--- src/rtl/id_pool_mfma.sv ---
// Multi-port ID free-list: N_ALLOC combinational offers, N_FREE compacted returns.
// Optional in-pool bitmap drops and reports double or out-of-range frees.
module id_pool_mfma #(
  parameter  int DEPTH     = 16,
  parameter  int N_FREE    = 2,
  parameter  int N_ALLOC   = 2,
  parameter  int CHECK_DUP = 1,
  parameter  int LOW_WM    = 2,
  localparam int ID_W      = $clog2(DEPTH),
  localparam int CNT_W     = $clog2(DEPTH + 1)
) (
  input  logic                             clk,
  input  logic                             rst,
  input  logic [N_FREE-1:0]                c_srdy,
  output logic [N_FREE-1:0]                c_drdy,
  input  logic [N_FREE-1:0][ID_W-1:0]      c_data,
  output logic [N_ALLOC-1:0]               p_srdy,
  input  logic [N_ALLOC-1:0]               p_drdy,
  output logic [N_ALLOC-1:0][ID_W-1:0]     p_data,
  output logic [CNT_W-1:0]                 usage,
  output logic                             low_wm,
  output logic                             err_dup,
  output logic [ID_W-1:0]                  err_dup_id
);

  localparam logic [CNT_W-1:0] DEPTH_C = CNT_W'(DEPTH);
  localparam logic [ID_W:0]    DEPTH_X = (ID_W+1)'(DEPTH);
  localparam logic [CNT_W-1:0] LOW_C   = CNT_W'(LOW_WM);

  logic [ID_W-1:0]  mem_q [DEPTH];
  logic [ID_W-1:0]  mem_d [DEPTH];
  logic [ID_W-1:0]  rd_ptr_q, rd_ptr_d;
  logic [ID_W-1:0]  wr_ptr_q, wr_ptr_d;
  logic [CNT_W-1:0] usage_q, usage_d;
  logic [DEPTH-1:0] bmap_q, bmap_d;
  logic             low_q;
  logic             err_q, err_d;
  logic [ID_W-1:0]  err_id_q, err_id_d;

  logic [CNT_W-1:0]  pops;
  logic [CNT_W-1:0]  wr_cnt;
  logic [CNT_W-1:0]  credit;
  logic [CNT_W-1:0]  pref;
  logic [N_FREE-1:0] acc;
  logic              run;
  logic              legal;
  logic [CNT_W:0]    usage_sum;

  // Pointer add modulo DEPTH; off <= DEPTH so one subtraction suffices.
  function automatic logic [ID_W-1:0] wrap(
    input logic [ID_W-1:0]  base,
    input logic [CNT_W-1:0] off
  );
    logic [CNT_W:0] sum;
    sum = (CNT_W+1)'(base) + (CNT_W+1)'(off);
    if (sum >= (CNT_W+1)'(DEPTH)) begin
      sum = sum - (CNT_W+1)'(DEPTH);
    end
    return sum[ID_W-1:0];
  endfunction

  always_comb begin
    for (int j = 0; j < N_ALLOC; j++) begin
      p_srdy[j] = (usage_q > CNT_W'(j));
      p_data[j] = mem_q[wrap(rd_ptr_q, CNT_W'(j))];
    end
  end

  always_comb begin
    pops = '0;
    run  = 1'b1;
    for (int j = 0; j < N_ALLOC; j++) begin
      if (run && p_srdy[j] && p_drdy[j]) begin
        pops = pops + CNT_W'(1);
      end else begin
        run = 1'b0;
      end
    end
  end

  // Credit comes from registered usage only.
  always_comb begin
    credit = DEPTH_C - usage_q;
    pref   = '0;
    for (int i = 0; i < N_FREE; i++) begin
      pref      = pref + CNT_W'(c_srdy[i]);
      c_drdy[i] = (pref <= credit);
    end
  end

  always_comb begin
    mem_d    = mem_q;
    bmap_d   = bmap_q;
    wr_cnt   = '0;
    err_d    = 1'b0;
    err_id_d = err_id_q;
    acc      = c_srdy & c_drdy;
    legal    = 1'b0;
    for (int j = 0; j < N_ALLOC; j++) begin
      if (CNT_W'(j) < pops) begin
        bmap_d[p_data[j]] = 1'b0;
      end
    end
    for (int i = 0; i < N_FREE; i++) begin
      legal = acc[i];
      if (CHECK_DUP != 0 && acc[i]) begin
        if ({1'b0, c_data[i]} >= DEPTH_X) begin
          legal = 1'b0;
        end else if (bmap_q[c_data[i]]) begin
          legal = 1'b0;
        end
        for (int k = 0; k < i; k++) begin
          if (acc[k] && c_data[k] == c_data[i]) begin
            legal = 1'b0;
          end
        end
        if (!legal && !err_d) begin
          err_d    = 1'b1;
          err_id_d = c_data[i];
        end
      end
      if (legal) begin
        mem_d[wrap(wr_ptr_q, wr_cnt)] = c_data[i];
        bmap_d[c_data[i]]             = 1'b1;
        wr_cnt                        = wr_cnt + CNT_W'(1);
      end
    end
    rd_ptr_d  = wrap(rd_ptr_q, pops);
    wr_ptr_d  = wrap(wr_ptr_q, wr_cnt);
    usage_sum = {1'b0, usage_q} + {1'b0, wr_cnt};
    usage_d   = usage_q + wr_cnt - pops;
  end

  always_ff @(posedge clk) begin
    if (rst) begin
      for (int i = 0; i < DEPTH; i++) begin
        mem_q[i] <= ID_W'(i);
      end
      rd_ptr_q <= '0;
      wr_ptr_q <= '0;
      usage_q  <= DEPTH_C;
      bmap_q   <= '1;
      low_q    <= (DEPTH <= LOW_WM);
      err_q    <= 1'b0;
      err_id_q <= '0;
    end else begin
      assert (usage_sum >= {1'b0, pops});
      assert (usage_sum - {1'b0, pops} <= {1'b0, DEPTH_C});
      mem_q    <= mem_d;
      rd_ptr_q <= rd_ptr_d;
      wr_ptr_q <= wr_ptr_d;
      usage_q  <= usage_d;
      bmap_q   <= bmap_d;
      low_q    <= (usage_d <= LOW_C);
      err_q    <= err_d;
      err_id_q <= err_id_d;
    end
  end

  assign usage      = usage_q;
  assign low_wm     = low_q;
  assign err_dup    = err_q;
  assign err_dup_id = err_id_q;

endmodule

--- config.mk ---
export PLATFORM = sky130hd
export DESIGN_NAME = id_pool_mfma
export DESIGN_NICKNAME = d
export VERILOG_FILES = /design/src/rtl/id_pool_mfma.sv
export SDC_FILE = /design/constraint.sdc
export NUM_CORES = 1
export LEC_CHECK = 0
export CAP_MARGIN = 20
export CORE_ASPECT_RATIO = 0.5
export CORE_MARGIN = 4
export CORE_UTILIZATION = 25
export DETAILED_ROUTE_END_ITERATION = 16
export PLACE_DENSITY = 0.37
export SLEW_MARGIN = 20
export SYNTH_ARGS = -nofsm -noshare
export SYNTH_HDL_FRONTEND = slang
export SYNTH_SLANG_ARGS = --single-unit
export TNS_END_PERCENT = 100
--- constraint.sdc ---
create_clock -name clk -period 7.25 [get_ports clk]
set_clock_uncertainty 0.05 [all_clocks]
set_input_delay 1.8125 -clock clk [delete_from_list [all_inputs] [get_ports clk]]
set_output_delay 1.8125 -clock clk [all_outputs]
set_load 0.01 [all_outputs]
==> run metrics <==
status finished, final reports clean; core area 0.0290 mm^2; Post-synth top flop dfxtp_1; Least-Margin Pin Slew 0.962 ns; Syn Inst Count 748; maximum fanout along the worst path 21; Layout Cells excl Fill 1,158; diode count 0; CTS Hold Bufs 0; Worst R2R Setup Slack 2.22 ns; Worst path max stage delay 0.74 ns; mapped cell area 0.00734 mm^2; first-pass GRT wire length 42,000 um; worst-case clock buffer depth 2; WL/cell 24.0 um; antenna-violating nets left 0; critical path's top delay family buffers and inverters; Post-synth ARST share 0; dpl cells 1,142; RSZ-0062 raised after global routing false; WP buf/inv 2; port bufs 36; die height 129 um; hold depth 1; Tcrit/Tclk final 0.859; Clock Sinks 99; max_cap viols 0; Yosys cell types 69; Via density 5.43; Max Slew Vio Count 0; antenna violations before repair 0; initial detailed-routing violation count 502; floorplan row count 44; TritonRoute pass-1 iters 5; Fin Setup TNS 0 ns; largest family of logic cells by synthesized area multiplexers; GR Overflow Total 0; required time worst endpoint 5.39 ns; Mean Syn Cell Area 9.82 um^2; area of the multi-input gates 0.00500 mm^2; worst-case reg-to-reg path depth 22; most common cell after layout, fill and taps aside dfxtp_1; worst-path cell with the longest stage delay clkdlybuf4s50_1; post-CTS setup buffers 0; htree depth 3; proportion of synthesized area in mux cells 0.252; number of global-route vias before repair 6,329; Hold Vio Cnt, Final 0; Crit Path Class in -> out; Synth Area in Compound Gates 0.175; root buf cell clkbuf_16; later-pin clock latency in the skew report 0.37 ns; crit path launch type input port; Hold WC Path Type reg -> reg; EDFF count, synth 0; Final Instance Area 0.00839 mm^2; Vias 6,288; Die Wd 250 um; final net count 805; detailed placer's ending HPWL 20,500 um; Final setup viols 0; Crit. End Element output port; routed wire length 27,800 um; Yosys warnings 0; maximum VDD drop 160 uV; Tmin final 6.22 ns; placed cell area 0.00811 mm^2; register cell area after layout 0.00198 mm^2; TritonCTS clock tree done; Initial Util 0.254; syn_nets 791; critical path, cell by cell clkdlybuf4s50_1 > ha_1 > ha_1 > nor2b_1 > a2bb2oi_1 > o21ai_2 > clkdlybuf4s50_1; Die ar. 0.0324 mm^2; most frequent cells in the layout dfxtp_1 (98), nor2_1 (63), mux2i_1 (62), a211oi_1 (37), mux4_2 (36); Max Clk Rate 0.161 GHz; layout cells sized above 1 0.162; largest net degree at the start of global routing 51; top-level port count 37; max_slew headroom 0.342; Synth Area in Simple Gates 0.184; post-synthesis sequential area ratio 0.270; fillers 3,063; Resized Gates After CTS 0; All-Layer GR Usage 0.172; crit path DAT 4.36 ns; Yosys reg bits 99; pwr/cell area 268 mW/mm^2; CTS clock-pin slew for the worst setup and hold paths 0.08 ns; drc violations 0; TritonCTS buffer count 9; area grow syn2layout 14.2%; Crit path depth 7; Leakage Power 2.85 nW; GPL Wtd Cong 0.839; synthesized-area fraction occupied by adder cells 0.0535; Synth Area in XOR/XNOR 0.0143
through the flow:
stage	power, mW	utilization	setup slack [ns]	hold slack, ns
floorplan	1.39	-	1.64	0.387
global placement	1.78	0.280	1.05	0.444
detailed placement	1.77	0.280	0.936	0.448
CTS	2.27	0.290	0.985	0.468
global route	2.39	0.290	0.853	0.485
finish	2.25	0.290	1.03	0.473
final timing paths:
path                    startpoint                     to
max                      c_srdy[1]              c_drdy[1]
min          bmap_q[14]$_SDFF_PP1_  bmap_q[14]$_SDFF_PP1_
min reg2reg  bmap_q[14]$_SDFF_PP1_  bmap_q[14]$_SDFF_PP1_
max reg2reg    usage[0]$_SDFF_PP0_      low_wm$_SDFF_PP0_
logic make-up (layout without fill, tap and decap cells):
logic type | count (synthesis) | count (layout)
muxes | 131 | 131
and+or+nand+nor | 220 | 220
DFF | 99 | 99
AOI/OAI and AO/OA | 169 | 169
buffers and inverters | 88 | 107
adders and majority gates | 29 | 29
xor gates and xnor gates | 12 | 12
flip-flops by register name, indices dropped and copies added, names as in the netlist:
name / cells
bmap_q: 16
err_dup_id: 4
mem_q: 64
rd_ptr_q: 4
err_dup: 1
wr_ptr_q: 4
low_wm: 1
usage: 5
cell usage after synthesis, drive strengths merged, types with 4 or more instances:
library cell,n,area (um^2)
dfxtp,99,1980
nor2,63,236
mux2i,62,621
mux4,39,890
a211oi,37,278
clkbuf,36,135
inv,34,128
mux2,30,338
a2bb2oi,29,254
ha,25,313
nor2b,25,156
nand2,24,92.6
nor3,19,200
nand4,18,113
buf,17,109
and3,15,93.8
o21ai,14,70.1
a21oi,13,65.1
a31oi,12,75.1
nand2b,11,68.8
a2111oi,9,78.8
nand3,9,45.0
o211ai,7,52.6
and2,6,37.5
o221ai,6,52.6
xnor2,6,52.6
xor2,6,52.6
nor4,5,52.6
nor4b,5,110
or3,5,31.3
a221oi,4,35.0
fa,4,80.1
o32a,4,40.0
routing by layer:
layer  vias to the layer above  GRT usage  wire length, um
met1                      3185      0.250            14000
li1                       2917          -                -
met5                         -          0                0
met2                       159      0.266            12000
met4                         0     0.0407              515
met3                        27     0.0337             1240
where the power goes:
group          internal (mW)  leakage (nW)  switching (mW)
clock network          0.239         0.138           0.251
registers              0.584         0.804          0.0512
logic                  0.474          1.91           0.651
total                   1.30          2.85           0.953
layout make-up:
cell class	count	share of cell area
multi-input combinational	561	0.596
sequential	99	0.236
timing repair buffer	56	0.0602
tap	391	0.0583
clock buffer	9	0.0268
inverter	35	0.0157
clock inverter	7	0.00701
worst register-to-register path: stages, from the launching register on:
cell,delay [ns]
dfxtp_1,0.56
inv_1,0.09
ha_1,0.23
and2_1,0.16
ha_1,0.29
nand4b_1,0.16
inv_1,0.10
o21ai_2,0.78
nand3_1,0.30
inv_1,0.27
ha_1,0.30
inv_1,0.07
ha_1,0.22
inv_1,0.06
ha_1,0.15
inv_1,0.05
fa_1,0.40
inv_1,0.07
a21oi_1,0.06
nor2_1,0.14
nor3_1,0.06
or3_1,0.33
nor2_1,0.10
Note: power is estimated with default switching activity, not from simulation.
